--- src/rtl/ram_access_ctrl_pkg.sv ---
// Shared widths, FSM state type and helpers for the 74189-based byte RAM controller.
package ram_access_ctrl_pkg;

  localparam int unsigned RAM_ADDR_W = 4;
  localparam int unsigned RAM_NIB_W  = 4;
  localparam int unsigned RAM_DATA_W = 2 * RAM_NIB_W;

  typedef enum logic [2:0] {
    StIdle,
    StSetup,
    StWrite,
    StHold,
    StRead,
    StVerify,
    StResp
  } state_e;

  function automatic int unsigned max3(input int unsigned a, input int unsigned b,
                                       input int unsigned c);
    int unsigned m;
    m = (a > b) ? a : b;
    return (m > c) ? m : c;
  endfunction

endpackage

--- src/rtl/ram_delay_cnt.sv ---
// Loadable saturating down-counter used to time each phase of a RAM access.
module ram_delay_cnt #(
  parameter int unsigned W = 1
) (
  input  logic         clk,
  input  logic         rst_n,
  input  logic         load,
  input  logic [W-1:0] load_val,
  input  logic         dec,
  output logic         zero
);

  logic [W-1:0] cnt_q;

  always_ff @(posedge clk or negedge rst_n) begin
    if (!rst_n) begin
      cnt_q <= '0;
    end else if (load) begin
      cnt_q <= load_val;
    end else if (dec && (cnt_q != '0)) begin
      cnt_q <= cnt_q - 1'b1;
    end
  end

  assign zero = (cnt_q == '0);

endmodule

--- src/rtl/ram_access_ctrl.sv ---
// Byte-wide RAM initiator for two 74189 16x4 chips (chip0 = low nibble, chip1 = high nibble).
// Build option: define RAM_WRITE_VERIFY_EN to read back and compare every write.
module ram_access_ctrl
  import ram_access_ctrl_pkg::*;
#(
  parameter int unsigned SETUP_CYC = 1,
  parameter int unsigned WE_CYC    = 1,
  parameter int unsigned RD_CYC    = 1
) (
  input  logic                  clk,
  input  logic                  rst_n,
  input  logic                  req_valid,
  output logic                  req_ready,
  input  logic                  req_write,
  input  logic [RAM_ADDR_W-1:0] req_addr,
  input  logic [RAM_DATA_W-1:0] req_wdata,
  output logic                  rsp_valid,
  output logic [RAM_DATA_W-1:0] rsp_rdata,
  output logic                  rsp_err,
  output logic                  ram_cs_n,
  output logic                  ram_we_n,
  output logic [RAM_ADDR_W-1:0] ram_a,
  output logic [RAM_DATA_W-1:0] ram_d,
  input  logic [RAM_DATA_W-1:0] ram_q
);

  localparam int unsigned CntW = $clog2(max3(SETUP_CYC, WE_CYC, RD_CYC) + 1);
  localparam logic [CntW-1:0] SetupLd = CntW'(SETUP_CYC - 1);
  localparam logic [CntW-1:0] WeLd    = CntW'(WE_CYC - 1);
  localparam logic [CntW-1:0] RdLd    = CntW'(RD_CYC - 1);

  if (SETUP_CYC == 0 || WE_CYC == 0 || RD_CYC == 0) begin : g_bad_param
    $error("ram_access_ctrl: SETUP_CYC, WE_CYC and RD_CYC must all be >= 1");
  end

  state_e          state_q;
  logic            op_write_q;
  logic            accept;
  logic            cnt_load;
  logic            cnt_dec;
  logic            cnt_zero;
  logic [CntW-1:0] cnt_val;

  assign accept = req_valid && req_ready;

  ram_delay_cnt #(
    .W(CntW)
  ) u_cnt (
    .clk      (clk),
    .rst_n    (rst_n),
    .load     (cnt_load),
    .load_val (cnt_val),
    .dec      (cnt_dec),
    .zero     (cnt_zero)
  );

  // Counter holds (remaining cycles - 1) of the current phase; zero marks its last cycle.
  always_comb begin
    cnt_load = 1'b0;
    cnt_dec  = 1'b0;
    cnt_val  = '0;
    case (state_q)
      StIdle: begin
        if (accept) begin
          cnt_load = 1'b1;
          cnt_val  = SetupLd;
        end
      end
      StSetup: begin
        if (cnt_zero) begin
          cnt_load = 1'b1;
          cnt_val  = op_write_q ? WeLd : RdLd;
        end else begin
          cnt_dec = 1'b1;
        end
      end
      StWrite, StRead, StVerify: cnt_dec = 1'b1;
`ifdef RAM_WRITE_VERIFY_EN
      StHold: begin
        cnt_load = 1'b1;
        cnt_val  = RdLd;
      end
`endif
      default: ;
    endcase
  end

  always_ff @(posedge clk or negedge rst_n) begin
    if (!rst_n) begin
      state_q    <= StIdle;
      op_write_q <= 1'b0;
      req_ready  <= 1'b0;
      rsp_valid  <= 1'b0;
      rsp_rdata  <= '0;
`ifdef RAM_WRITE_VERIFY_EN
      rsp_err    <= 1'b0;
`endif
      ram_cs_n   <= 1'b1;
      ram_we_n   <= 1'b1;
      ram_a      <= '0;
      ram_d      <= '0;
    end else begin
      unique case (state_q)
        StIdle: begin
          if (accept) begin
            state_q    <= StSetup;
            req_ready  <= 1'b0;
            ram_cs_n   <= 1'b0;
            ram_a      <= req_addr;
            ram_d      <= req_wdata;
            op_write_q <= req_write;
          end else begin
            req_ready <= 1'b1;
          end
        end
        StSetup: begin
          if (cnt_zero) begin
            if (op_write_q) begin
              state_q  <= StWrite;
              ram_we_n <= 1'b0;
            end else begin
              state_q <= StRead;
            end
          end
        end
        StWrite: begin
          if (cnt_zero) begin
            state_q  <= StHold;
            ram_we_n <= 1'b1;
          end
        end
        StHold: begin
`ifdef RAM_WRITE_VERIFY_EN
          state_q   <= StVerify;
`else
          state_q   <= StResp;
          rsp_valid <= 1'b1;
          ram_cs_n  <= 1'b1;
`endif
        end
        StRead: begin
          if (cnt_zero) begin
            state_q   <= StResp;
            rsp_valid <= 1'b1;
            rsp_rdata <= ram_q;
`ifdef RAM_WRITE_VERIFY_EN
            rsp_err   <= 1'b0;
`endif
            ram_cs_n  <= 1'b1;
          end
        end
        StVerify: begin
`ifdef RAM_WRITE_VERIFY_EN
          if (cnt_zero) begin
            state_q   <= StResp;
            rsp_valid <= 1'b1;
            rsp_rdata <= ram_q;
            rsp_err   <= (ram_q != ram_d);
            ram_cs_n  <= 1'b1;
          end
`else
          state_q <= StIdle;
`endif
        end
        StResp: begin
          state_q   <= StIdle;
          rsp_valid <= 1'b0;
          req_ready <= 1'b1;
        end
        default: state_q <= StIdle;
      endcase
    end
  end

`ifndef RAM_WRITE_VERIFY_EN
  assign rsp_err = 1'b0;
`endif

endmodule

--- config.mk ---
export PLATFORM = sky130hd
export DESIGN_NAME = ram_access_ctrl
export DESIGN_NICKNAME = d
export VERILOG_FILES = /design/src/rtl/ram_access_ctrl_pkg.sv /design/src/rtl/ram_delay_cnt.sv /design/src/rtl/ram_access_ctrl.sv
export SDC_FILE = /design/constraint.sdc
export NUM_CORES = 1
export LEC_CHECK = 0
export BUFFER_PORTS_ARGS = -buffer_cell sky130_fd_sc_hd__buf_4
export CAP_MARGIN = 30
export CELL_PAD_IN_SITES_DETAIL_PLACEMENT = 1
export CELL_PAD_IN_SITES_GLOBAL_PLACEMENT = 1
export CORE_ASPECT_RATIO = 0.6
export CORE_MARGIN = 1
export CORE_UTILIZATION = 39
export CTS_CLUSTER_DIAMETER = 50
export DETAILED_ROUTE_END_ITERATION = 10
export PLACE_DENSITY_LB_ADDON = 0.1
export SLEW_MARGIN = 10
export SYNTH_ARGS = -nofsm -noshare
export SYNTH_HDL_FRONTEND = slang
export SYNTH_SLANG_ARGS = --single-unit
export TNS_END_PERCENT = 50
--- constraint.sdc ---
create_clock -name clk -period 3.2 [get_ports clk]
set_input_delay 0.16 -clock clk [delete_from_list [all_inputs] [get_ports clk]]
set_output_delay 0.16 -clock clk [all_outputs]
set_load 0.05 [all_outputs]
## Word level (Yosys, flattened, before mapping)

Index checks and enable logic that the tools add are counted.

- Logic and storage cells: 60
- Bits in writable memories: 0
- Bits in read-only memories: 0
- Register bits after elaboration: 29
- Input bits: 24
- Output and inout port bits: 25
- Memories kept: 0
- Bits in latches: 0

- Equality and inequality tests: 11
- Add/sub/neg operators: 1
- $lt $le $gt $ge: 0
- $mul: 0
- Shifts and indexed selects: 0
- Div/mod/pow operators: 0
- Muxes and demuxes: 22
- Bitwise operators: 1
- Reduce and logical (&&, ||, !) cells: 15

Operator list:

| cell | count |
|---|---|
| $mux 3 | 5 |
| $pmux 3 s5 | 1 |
| $mux 1 | 10 |
| $ne 2x2->1 const B | 5 |
| $eq 3x3->1 const B | 3 |
| $pmux 1 s2 | 4 |
| $reduce_and 4->1 | 2 |
| $eq 3x2->1 const B | 2 |
| $pmux 1 s3 | 2 |
| $reduce_and 2->1 | 3 |
| $reduce_bool 2->1 | 3 |
| $reduce_bool 3->1 | 2 |
| $eq 3x1->1 const B | 1 |
| $logic_not 3->1 | 1 |
| $reduce_and 3->1 | 1 |
| $reduce_or 3->1 | 1 |
| $logic_and 1x1->1 | 2 |
| $not 1->1 | 1 |
| $sub 1x1->1 const B | 1 |

## Longest topological paths before layout

Gate-level depths: netlist (run 1).

- Word-level depth: 6
- Depth in mapped cells: 4

## Modules after synthesis

Synthesis (run 1) repeated with hierarchy kept, for this count alone.

- Cell total of the unflattened synthesis: 93
- Area, all modules: 1297.5 um^2

Modules (own cells, without submodules):

| module | times used | area an instance (um^2) | cells each |
|---|---|---|---|
| ram_access_ctrl | 1 | 1252.5 | 89 |
| ram_delay_cnt | 1 | 45.0 | 4 |

## Worst setup path before layout (run 1)

OpenSTA, ideal clock, no wires.

- Path type: register to register
- From: register req_ready
- To: register ram_a[0]
- Data required time: 3075 ps
- Cell stages (with the launch flop): 5
- Buffers on the path: 1
- Data arrival time: 1682 ps
- Slack: 1394 ps
- Cell sequence: dfrtp_1 nand2_1 nor4_4 buf_4 mux2_2

- Word-level cells in the longest chain between the ends: 2

RTL lines:

| element | RTL line | text |
|---|---|---|
| from (decl) | ram_access_ctrl.sv:13 | `output logic req_ready,` |
| from (signal assigned) | ram_access_ctrl.sv:92 | `req_ready <= 1'b0;` |
| from (signal assigned) | ram_access_ctrl.sv:107 | `req_ready <= 1'b0;` |
| from (signal assigned) | ram_access_ctrl.sv:113 | `req_ready <= 1'b1;` |
| $logic_and 1x1->1 | ram_access_ctrl.sv:44 | `assign accept = req_valid && req_ready;` |
| $reduce_and 2->1 (no line) | n/a |  |
| to (signal assigned) | ram_access_ctrl.sv:109 | `ram_a <= req_addr;` |
| to (decl) | ram_access_ctrl.sv:22 | `output logic [RAM_ADDR_W-1:0] ram_a,` |

Every way passes these cells.
A chain may end at the register's enable or synchronous reset.

## Worst setup path after layout (run 1)

- From: register state_q[0]
- To: register ram_d[3]

- Word-level cells in the longest chain between the ends: 2

RTL lines:

| element | RTL line | text |
|---|---|---|
| from (decl) | ram_access_ctrl.sv:36 | `state_e state_q;` |
| from (signal assigned) | ram_access_ctrl.sv:90 | `state_q <= StIdle;` |
| from (signal assigned) | ram_access_ctrl.sv:106 | `state_q <= StSetup;` |
| from (signal assigned) | ram_access_ctrl.sv:119 | `state_q <= StWrite;` |
| $logic_not 3->1 | ram_access_ctrl.sv:103 | `unique case (state_q)` |
| $reduce_and 2->1 (no line) | n/a |  |
| to (signal assigned) | ram_access_ctrl.sv:110 | `ram_d <= req_wdata;` |
| to (decl) | ram_access_ctrl.sv:23 | `output logic [RAM_DATA_W-1:0] ram_d,` |

Every way passes these cells.

==> results of run 1 <==
## flip-flops by register name, indices dropped and copies added, names as in the netlist
signal and cells:
rsp_rdata 8, ram_a 4, ram_d 8, ram_we_n 1
op_write_q 1, state_q 3, u_cnt.cnt_q 1, rsp_valid 1
req_ready 1, ram_cs_n 1
## per-stage QoR
stage	setup slack (ps)	cells	utilization [%]	area (sq um)	hold slack, ps
detailed placement	1300	175	54.6	1600	105
finish	1290	184	57.7	1690	112
floorplan	1390	91	-	1230	-136
global route	1180	184	57.7	1690	103
global placement	1330	175	54.6	1600	102
CTS	1290	184	57.7	1690	105
## layer usage
metal / up-vias / part of all wire, %
met5: - / 0
met4: 0 / 1.1
met3: 3 / 7.3
met2: 32 / 48
met1: 442 / 44
li1: 414 / -
## logic make-up (layout without fill, tap and decap cells)
| kind of cell | count (synthesis) | in the layout |
|---|---|---|
| AO/OA/AOI/OAI | 17 | 17 |
| multiplexers | 22 | 22 |
| buffers and inverters | 10 | 61 |
| other | 1 | 1 |
| AND/OR/NAND/NOR | 12 | 12 |
| flip-flops | 29 | 29 |
## final cells by class
cell class / instances / area [sq um]
fillers: 316 / 1240
inverters: 5 / 18.8
well taps: 42 / 52.6
repair buffers: 48 / 363
multi-input cells: 52 / 445
clock buffers: 6 / 72.6
flip-flops and latches: 29 / 728
clock inverters: 2 / 10.0
## what timing repair did
item	4_1_cts	5_1_grt
setup endpoints to repair	0	0
hold endpoints to repair	27	0
hold buffers	1	0
## Yosys cell counts
cell type	number	area share (%)
dfrtp_1	27	55
mux2_2	21	19
inv_1	5	1.5
nor2_1	5	1.5
a21oi_1	4	1.6
o21ai_0	4	1.6
a31oi_1	3	1.5
nand2_1	3	0.92
buf_4	2	1.2
dfstp_2	2	4.3
nor2b_1	2	1.0
o21bai_1	2	1.2
a211oi_1	1	0.61
buf_2	1	0.41
buf_6	1	0.92
clkbuf_1	1	0.31
conb_1	1	0.31
mux2i_1	1	0.82
nor4_4	1	1.7
nor4b_4	1	1.9
o221ai_1	1	0.71
o22a_1	1	0.71
o41ai_1	1	0.71
## worst paths after layout
path	from	to	slack, ps	cells past startpoint
worst min register to register	ram_cs_n	ram_cs_n	500	2
worst max register to register	state_q[0]	ram_d[3]	1290	2
worst min-delay path	req_wdata[7]	ram_d[7]	110	2
worst max-delay path	state_q[0]	ram_d[3]	1290	2
min in group asynchronous	rst_n	rsp_valid	340	2
max in group asynchronous	rst_n	ram_cs_n	2560	2
==> results.sh, run 1 <==
export IMPL_post_cts_buffers=0
export IMPL_root_buffer="clkbuf_8"
export IMPL_clock_latency_ps=280
export IMPL_cp_top_family="simple AND/OR/NAND/NOR gates"
export IMPL_slew_headroom_pct=43.2
export IMPL_min_path_type="input pin to flip-flop"
export IMPL_pin_count=49
export IMPL_crit_required_ps=3360
export IMPL_fin_nets=165
export IMPL_grt_use_met3_pct=8.19
export IMPL_slowest_delay_ps=830
export IMPL_path_max_fanout=14
export IMPL_crit_arrival_ps=2080
export IMPL_grt_max_degree=30
export IMPL_ys_ff_latch=29
export IMPL_cts_buffers=5
export IMPL_clock_sinks=29
export IMPL_routed_wl_mm=2.70
export IMPL_hold_violations=0
export IMPL_overflow=0
export IMPL_setup_violations=0
export IMPL_syn_cell_area_sq_um=1230
export IMPL_place_hpwl_mm=2.04
export IMPL_synthCells=91
export IMPL_detail_route_wl_per_cell_um=14.7
export IMPL_grt_pass1_wl_mm=4.19
export IMPL_maxCapViolCount=0
export IMPL_setup_total_negative_slack_ps=0
export IMPL_critPathKind="flip-flop to flip-flop"
export IMPL_cts_resized=0
export IMPL_dieWidth_um=74.4
export IMPL_use_met1_pct=21.6
export IMPL_slowest_stage="nor4_4"
export IMPL_fmax_ghz=0.522
export IMPL_clk_pin_slew_ps=60
export IMPL_yosysWarnings=0
export IMPL_rows=15
export IMPL_min_period_over_period_pct=59.8
export IMPL_synthAdderAreaFrac_pct=0
export IMPL_htree_levels=2
export IMPL_global_route_usage_met2_pct=29.0
export IMPL_synth_top_family_by_area="multiplexers"
export IMPL_gp_congestion=0.828
export IMPL_first_iter_violations=53
export IMPL_antenna_found_initial=0
export IMPL_synth_compound_area_share_pct=8.77
export IMPL_viasPerCell=4.84
export IMPL_crit_buf_inv=0
export IMPL_synthXorXnorAreaFrac_pct=0
export IMPL_drt_first_pass_iters=4
export IMPL_tightest_slew_ps=846
export IMPL_ys_seq_area_share_pct=59.3
export IMPL_min_period_ps=1910
export IMPL_synth_nets=115
export IMPL_portBuffers=47
export IMPL_synthSimpleGateAreaFrac_pct=7.14
export IMPL_ant_nets=0
export IMPL_cts_max_path_buffers=2
export IMPL_dr_total_vias=891
export IMPL_track_usage_pct=18.2
export IMPL_synth_distinct_cells=23
export IMPL_cts_tree="yes"
export IMPL_core_sq_um=2930
export IMPL_final_cell_mix="buf_4 (47), dfrtp_1 (27), mux2_2 (21)"
export IMPL_antenna_cells=0
export IMPL_final_common_cell="buf_4"
export IMPL_grt_busiest_layer="met2"
export IMPL_finalMaxSlewViolations=0
export IMPL_die_area_sq_um=3380
export IMPL_crit_path_end_kind="flip-flop"
export IMPL_crit_chain="nor4_4, mux2_2"
export IMPL_status="finished, final reports clean"
export IMPL_startpoint_type="flip-flop"
export IMPL_avgSynthCellArea_sq_um=13.5
export IMPL_drc=0
export IMPL_die_h_um=45.5
export IMPL_rsz0062_at_grt="false"
export IMPL_fin_skew_ps=3.70
export IMPL_start_util_pct=41.9
export IMPL_first_global_vias=916
export IMPL_muxShareOfSynthArea_pct=20.1
export IMPL_drive_gt1_share_pct=55.6
export IMPL_area_growth_pct=37.7
Power of run 1 is left out: the tool's default activity adds up to more than one toggle a clock period on the data nets, which glitch-free logic cannot reach.
==> run 2: changes to the inputs <==
--- a/config.mk
+++ b/config.mk
@@ -5,13 +5,14 @@
 export SDC_FILE = /design/constraint.sdc
 export NUM_CORES = 1
 export LEC_CHECK = 0
+export ABC_AREA = 1
 export BUFFER_PORTS_ARGS = -buffer_cell sky130_fd_sc_hd__buf_4
 export CAP_MARGIN = 30
 export CELL_PAD_IN_SITES_DETAIL_PLACEMENT = 1
 export CELL_PAD_IN_SITES_GLOBAL_PLACEMENT = 1
 export CORE_ASPECT_RATIO = 0.6
 export CORE_MARGIN = 1
-export CORE_UTILIZATION = 39
+export CORE_UTILIZATION = 31
 export CTS_CLUSTER_DIAMETER = 50
 export DETAILED_ROUTE_END_ITERATION = 10
 export PLACE_DENSITY_LB_ADDON = 0.1
==> constraint.sdc (replaced) <==
create_clock -name clk -period 1.6 [get_ports clk]
set_input_delay 0.08 -clock clk [delete_from_list [all_inputs] [get_ports clk]]
set_output_delay 0.08 -clock clk [all_outputs]
set_load 0.05 [all_outputs]
==> results.sh, run 2 <==
export IMPL_final_common_cell="nand2_1"
export IMPL_clock_latency_ps=280
export IMPL_synthTopCellsByArea="dfrtp_1 (52%), nand2_1 (18%), o21ai_2 (5.4%)"
export IMPL_viasPerCell=4.34
export IMPL_slowest_delay_ps=510
export IMPL_antenna_found_initial=0
export IMPL_crit_chain="nor2_8, nand2_4, nor2_8, inv_4, nand2_1, nand2_1"
export IMPL_placed_cell_area_sq_um=1690
export IMPL_cp_top_family="simple AND/OR/NAND/NOR gates"
export IMPL_yosysTopAreaCellShare_pct=51.7
export IMPL_start_util_pct=34.0
export IMPL_portBuffers=47
export IMPL_first_global_vias=1174
export IMPL_vdd_drop_max_mv=0.883
export IMPL_fillers=466
export IMPL_startpoint_type="flip-flop"
export IMPL_clock_sinks=29
export IMPL_min_path_type="input pin to flip-flop"
export IMPL_fin_nets=222
export IMPL_fin_skew_ps=8.04
export IMPL_drive_gt1_share_pct=37.2
export IMPL_async_reset_ff_share_pct=100
export IMPL_crit_buf_inv=1
export IMPL_slowest_stage="dfrtp_1"
export IMPL_synth_edf_count=0
export IMPL_reg_top3="ram_d x8, rsp_rdata x8, ram_a x4"
export IMPL_synthTopCellsByCount="nand2_1 (62), dfrtp_1 (27), inv_1 (11), o21ai_2 (8), nand3_1 (7)"
export IMPL_die_h_um=52.3
export IMPL_dr_total_vias=1111
export IMPL_ys_seq_area_share_pct=55.7
export IMPL_dieWidth_um=85.8
export IMPL_die_area_sq_um=4490
export IMPL_htree_levels=2
export IMPL_grt_pass1_wl_mm=5.74
export IMPL_grt_max_degree=30
export IMPL_finalMaxSlewViolations=0
export IMPL_status="finished, final reports clean"
export IMPL_avgSynthCellArea_sq_um=9.14
export IMPL_cts_resized=0
export IMPL_ys_ff_latch=29
export IMPL_synth_ff_type="dfrtp_1"
export IMPL_area_growth_pct=39.4
export IMPL_rsz0062_at_grt="false"
export IMPL_syn_cell_area_sq_um=1310
export IMPL_yosysWarnings=0
export IMPL_synthCells=143
export IMPL_detail_route_wl_per_cell_um=13.3
export IMPL_crit_arrival_ps=1530
export IMPL_leakage_nw=1.00
export IMPL_multi_input_area_sq_um=479
export IMPL_final_cell_mix="nand2_1 (62), buf_4 (48), dfrtp_1 (27), inv_1 (11), o21ai_2 (8)"
export IMPL_cts_tree="yes"
export IMPL_rows=17
export IMPL_place_hpwl_mm=2.62
export IMPL_core_sq_um=3850
export IMPL_yosysMostFrequentCell="nand2_1"
export IMPL_critPathKind="flip-flop to flip-flop"
export IMPL_setup_total_negative_slack_ps=0
export IMPL_r2r_slack_ps=240
export IMPL_antenna_cells=0
export IMPL_setup_violations=0
export IMPL_crit_path_end_kind="flip-flop"
export IMPL_register_area_sq_um=728
export IMPL_hold_violations=0
export IMPL_final_core_util_pct=47.4
export IMPL_first_iter_violations=40
export IMPL_gp_congestion=0.859
export IMPL_p_per_area_nw_per_um2=2390
export IMPL_ant_nets=0
export IMPL_yosysTopAreaCell="dfrtp_1"
export IMPL_drt_first_pass_iters=4
export IMPL_final_area_sq_um=1820
export IMPL_min_period_ps=1360
export IMPL_overflow=0
export IMPL_drc=0
export IMPL_cts_max_path_buffers=2
export IMPL_pin_count=49
export IMPL_track_usage_pct=17.6
export IMPL_fmax_ghz=0.736
export IMPL_cts_buffers=5
export IMPL_synth_nets=167
export IMPL_maxCapViolCount=0
export IMPL_routed_wl_mm=3.41
export IMPL_min_period_over_period_pct=84.9
export IMPL_path_max_fanout=14
export IMPL_synth_distinct_cells=21
export IMPL_clk_pin_slew_ps=70
export IMPL_crit_required_ps=1770
export IMPL_root_buffer="clkbuf_8"
run 2: worst paths after layout:
kind / startpoint / end / depth (start not counted)
max in group asynchronous: rst_n / ram_cs_n / 2
max: state_q[0] / ram_d[5] / 6
min: req_wdata[4] / ram_d[4] / 3
min reg2reg: ram_cs_n / ram_cs_n / 2
max reg2reg: state_q[0] / ram_d[5] / 6
min in group asynchronous: rst_n / ram_d[1] / 2
run 2: what timing repair did:
action,in CTS,in global routing
hold buffers,5,0
setup endpoints to repair,0,0
hold endpoints to repair,31,0
buffers inserted,0,0
run 2: area by class of cell:
cell class | count | area share, %
inverter | 13 | 2.81
timing repair buffer | 53 | 22.5
sequential | 29 | 39.9
clock inverter | 2 | 0.549
multi-input combinational | 96 | 26.3
clock buffer | 6 | 3.98
tap | 57 | 3.91
run 2: cells by family (layout without fill, tap and decap cells):
family / Yosys count / count (layout) / share of synthesized area [%]
AND/OR/NAND/NOR: 80 / 80 / 28.1
other: 1 / 1 / 0.287
flip-flops: 29 / 29 / 55.7
buffers and inverters: 18 / 74 / 7.66
AO/OA/AOI/OAI: 15 / 15 / 8.23
run 2: worst min-delay path: stages:
cell	delay, ps
buf_4	80
nand2_1	40
nand2_1	60
run 2: report_power, final:
| group | internal [W] | switching (W) |
|---|---|---|
| clock | 0.000301 | 0.000279 |
| sequential | 0.00108 | 0.000287 |
| combinational | 0.000723 | 0.00169 |
| total | 0.00210 | 0.00226 |
run 2: stage by stage:
step / power, W / hold WS (ps) / setup slack, ps / cells
after global placement: 0.00373 / 25.3 / 301 / 243
after detailed placement: 0.00381 / 34.5 / 224 / 243
after CTS: 0.00441 / 2.60 / 228 / 256
after floorplan: 0.00310 / -216 / 165 / 143
final: 0.00436 / 7.95 / 242 / 256
after global routing: 0.00467 / 9.64 / 110 / 256
run 2: per-layer routing:
layer,track usage [%],vias to the layer above,share of wire (%)
met5,0,-,0
met4,7.78,0,1.4
met3,5.51,5,5.6
met2,26.9,35,44
met1,23.0,520,49
li1,-,551,-
Note: power is estimated with default switching activity, not from simulation.
==> run 3: changes to the inputs <==
--- a/config.mk
+++ b/config.mk
@@ -5,14 +5,14 @@
 export SDC_FILE = /design/constraint.sdc
 export NUM_CORES = 1
 export LEC_CHECK = 0
-export ABC_AREA = 1
+export ABC_AREA = 0
 export BUFFER_PORTS_ARGS = -buffer_cell sky130_fd_sc_hd__buf_4
 export CAP_MARGIN = 30
 export CELL_PAD_IN_SITES_DETAIL_PLACEMENT = 1
 export CELL_PAD_IN_SITES_GLOBAL_PLACEMENT = 1
 export CORE_ASPECT_RATIO = 0.6
 export CORE_MARGIN = 1
-export CORE_UTILIZATION = 31
+export CORE_UTILIZATION = 36
 export CTS_CLUSTER_DIAMETER = 50
 export DETAILED_ROUTE_END_ITERATION = 10
 export PLACE_DENSITY_LB_ADDON = 0.1
==> constraint.sdc (replaced) <==
create_clock -name clk -period 1.4 [get_ports clk]
set_input_delay 0.07 -clock clk [delete_from_list [all_inputs] [get_ports clk]]
set_output_delay 0.07 -clock clk [all_outputs]
set_load 0.05 [all_outputs]
==> results.sh, run 3 (synthesis results as in run 1) <==
export IMPL_leakage_nw=0.864
export IMPL_min_path_type="input pin to flip-flop"
export IMPL_die_h_um=47.2
export IMPL_track_usage_pct=18.4
export IMPL_reg_top3="ram_d x8, rsp_rdata x8, ram_a x4"
export IMPL_clock_latency_ps=270
export IMPL_dpl_worst_slack_ps=-76.7
export IMPL_dr_total_vias=947
export IMPL_crit_required_ps=1550
export IMPL_crit_path_end_kind="flip-flop"
export IMPL_pin_count=49
export IMPL_final_common_cell="buf_4"
export IMPL_routed_wl_mm=3.16
export IMPL_maxCapViolCount=0
export IMPL_rsz0062_at_grt="true"
export IMPL_first_global_vias=1013
export IMPL_cts_tree="yes"
export IMPL_fmax_ghz=0.690
export IMPL_min_period_over_period_pct=104
export IMPL_place_inst=184
export IMPL_dieWidth_um=77.4
export IMPL_fin_skew_ps=4.27
export IMPL_first_iter_violations=33
export IMPL_hold_ws_ps=30.0
export IMPL_setup_violations=14
export IMPL_die_area_sq_um=3650
export IMPL_multi_input_area_sq_um=489
export IMPL_status="finished with violations"
export IMPL_vdd_drop_max_mv=1.63
export IMPL_drive_gt1_share_pct=60.5
export IMPL_path_max_fanout=9
export IMPL_final_cell_mix="buf_4 (55), dfrtp_1 (24), mux2_4 (11), mux2_2 (10), clkbuf_8 (6)"
export IMPL_min_period_ps=1450
export IMPL_fin_nets=175
export IMPL_clk_pin_slew_ps=60
export IMPL_portBuffers=47
export IMPL_place_hpwl_mm=2.25
export IMPL_crit_arrival_ps=1600
export IMPL_startpoint_type="flip-flop"
export IMPL_grt_pass1_wl_mm=4.82
export IMPL_antenna_found_initial=0
export IMPL_cts_buffers=5
export IMPL_detail_route_wl_per_cell_um=16.3
export IMPL_viasPerCell=4.88
export IMPL_htree_levels=2
export IMPL_grt_max_degree=30
export IMPL_setup_total_negative_slack_ps=-483
export IMPL_root_buffer="clkbuf_8"
export IMPL_drc=0
export IMPL_hold_violations=0
export IMPL_fin_ws_ps=-49.2
export IMPL_start_util_pct=40.1
export IMPL_core_sq_um=3060
export IMPL_rows=15
export IMPL_violations="negative setup slack"
export IMPL_critPathKind="flip-flop to flip-flop"
export IMPL_area_growth_pct=48.9
export IMPL_fillers=312
export IMPL_clock_sinks=29
export IMPL_antenna_cells=0
export IMPL_overflow=0
export IMPL_finalMaxSlewViolations=0
export IMPL_gp_congestion=0.797
export IMPL_register_area_sq_um=732
export IMPL_ant_nets=0
export IMPL_drt_first_pass_iters=4
export IMPL_final_core_util_pct=59.8
export IMPL_cts_max_path_buffers=2
export IMPL_p_per_area_nw_per_um2=2950
export IMPL_stdcell_count=194
## run 3: cell types whose count changed in the layout (fill, tap and decap cells not counted), moves of 4 or more
cell,change
inv_1,-6
nand2_1,-60
buf_4,+7
mux2_4,+11
nand3_1,-7
o21ai_2,-8
dlygate4sd3_1,-4
mux2_2,+10
## run 3: path summary, 6_finish.rpt
kind | from | to | slack (ps) | cells past startpoint
max | state_q[0] | ram_d[2] | -50 | 3
min in group asynchronous | rst_n | req_ready | 290 | 2
max in group asynchronous | rst_n | ram_cs_n | 800 | 2
max reg2reg | state_q[0] | ram_d[2] | -50 | 3
min | req_addr[1] | ram_a[1] | 30 | 2
min reg2reg | ram_cs_n | ram_cs_n | 490 | 2
## run 3: area by class of cell
cell class,count,area share [%]
flip-flops and latches,29,40.0
inverters,5,1.03
repair buffers,58,24.4
well taps,42,2.87
multi-input cells,52,26.8
clock buffers,8,4.93
## run 3: through the flow
step	total power (W)	instance area (sq um)
6_report	0.00539	1830
5_1_grt	0.00568	1830
4_1_cts	0.00535	1810
3_5_place_dp	0.00455	1670
3_3_place_gp	0.00446	1670
2_1_floorplan	0.00361	1240
## run 3: per-layer routing
layer | GRT usage (%) | routed length, um | vias up
li1 | - | - | 441
met1 | 21.3 | 1420 | 469
met2 | 31.9 | 1520 | 35
met3 | 7.38 | 208 | 2
met4 | 7.55 | 19 | 0
met5 | 0 | 0 | -
## run 3: what timing repair did
action	4_1_cts	5_1_grt
setup buffers	1	0
endpoints found under the hold margin	27	0
resized for setup	8	7
setup endpoints to repair	20	22
hold buffers	1	0
pin swaps	1	1
## run 3: worst max-delay path, cell delays in order (launching register included)
cell     delay [ps]
dfrtp_2         440
nor4_4          350
buf_6           200
mux2_2          340
## run 3: where the power goes
group / internal (W) / total (W) / switching [W]
clock: 0.000400 / 0.000680 / 0.000281
combinational: 0.00123 / 0.00314 / 0.00191
sequential: 0.00128 / 0.00157 / 0.000296
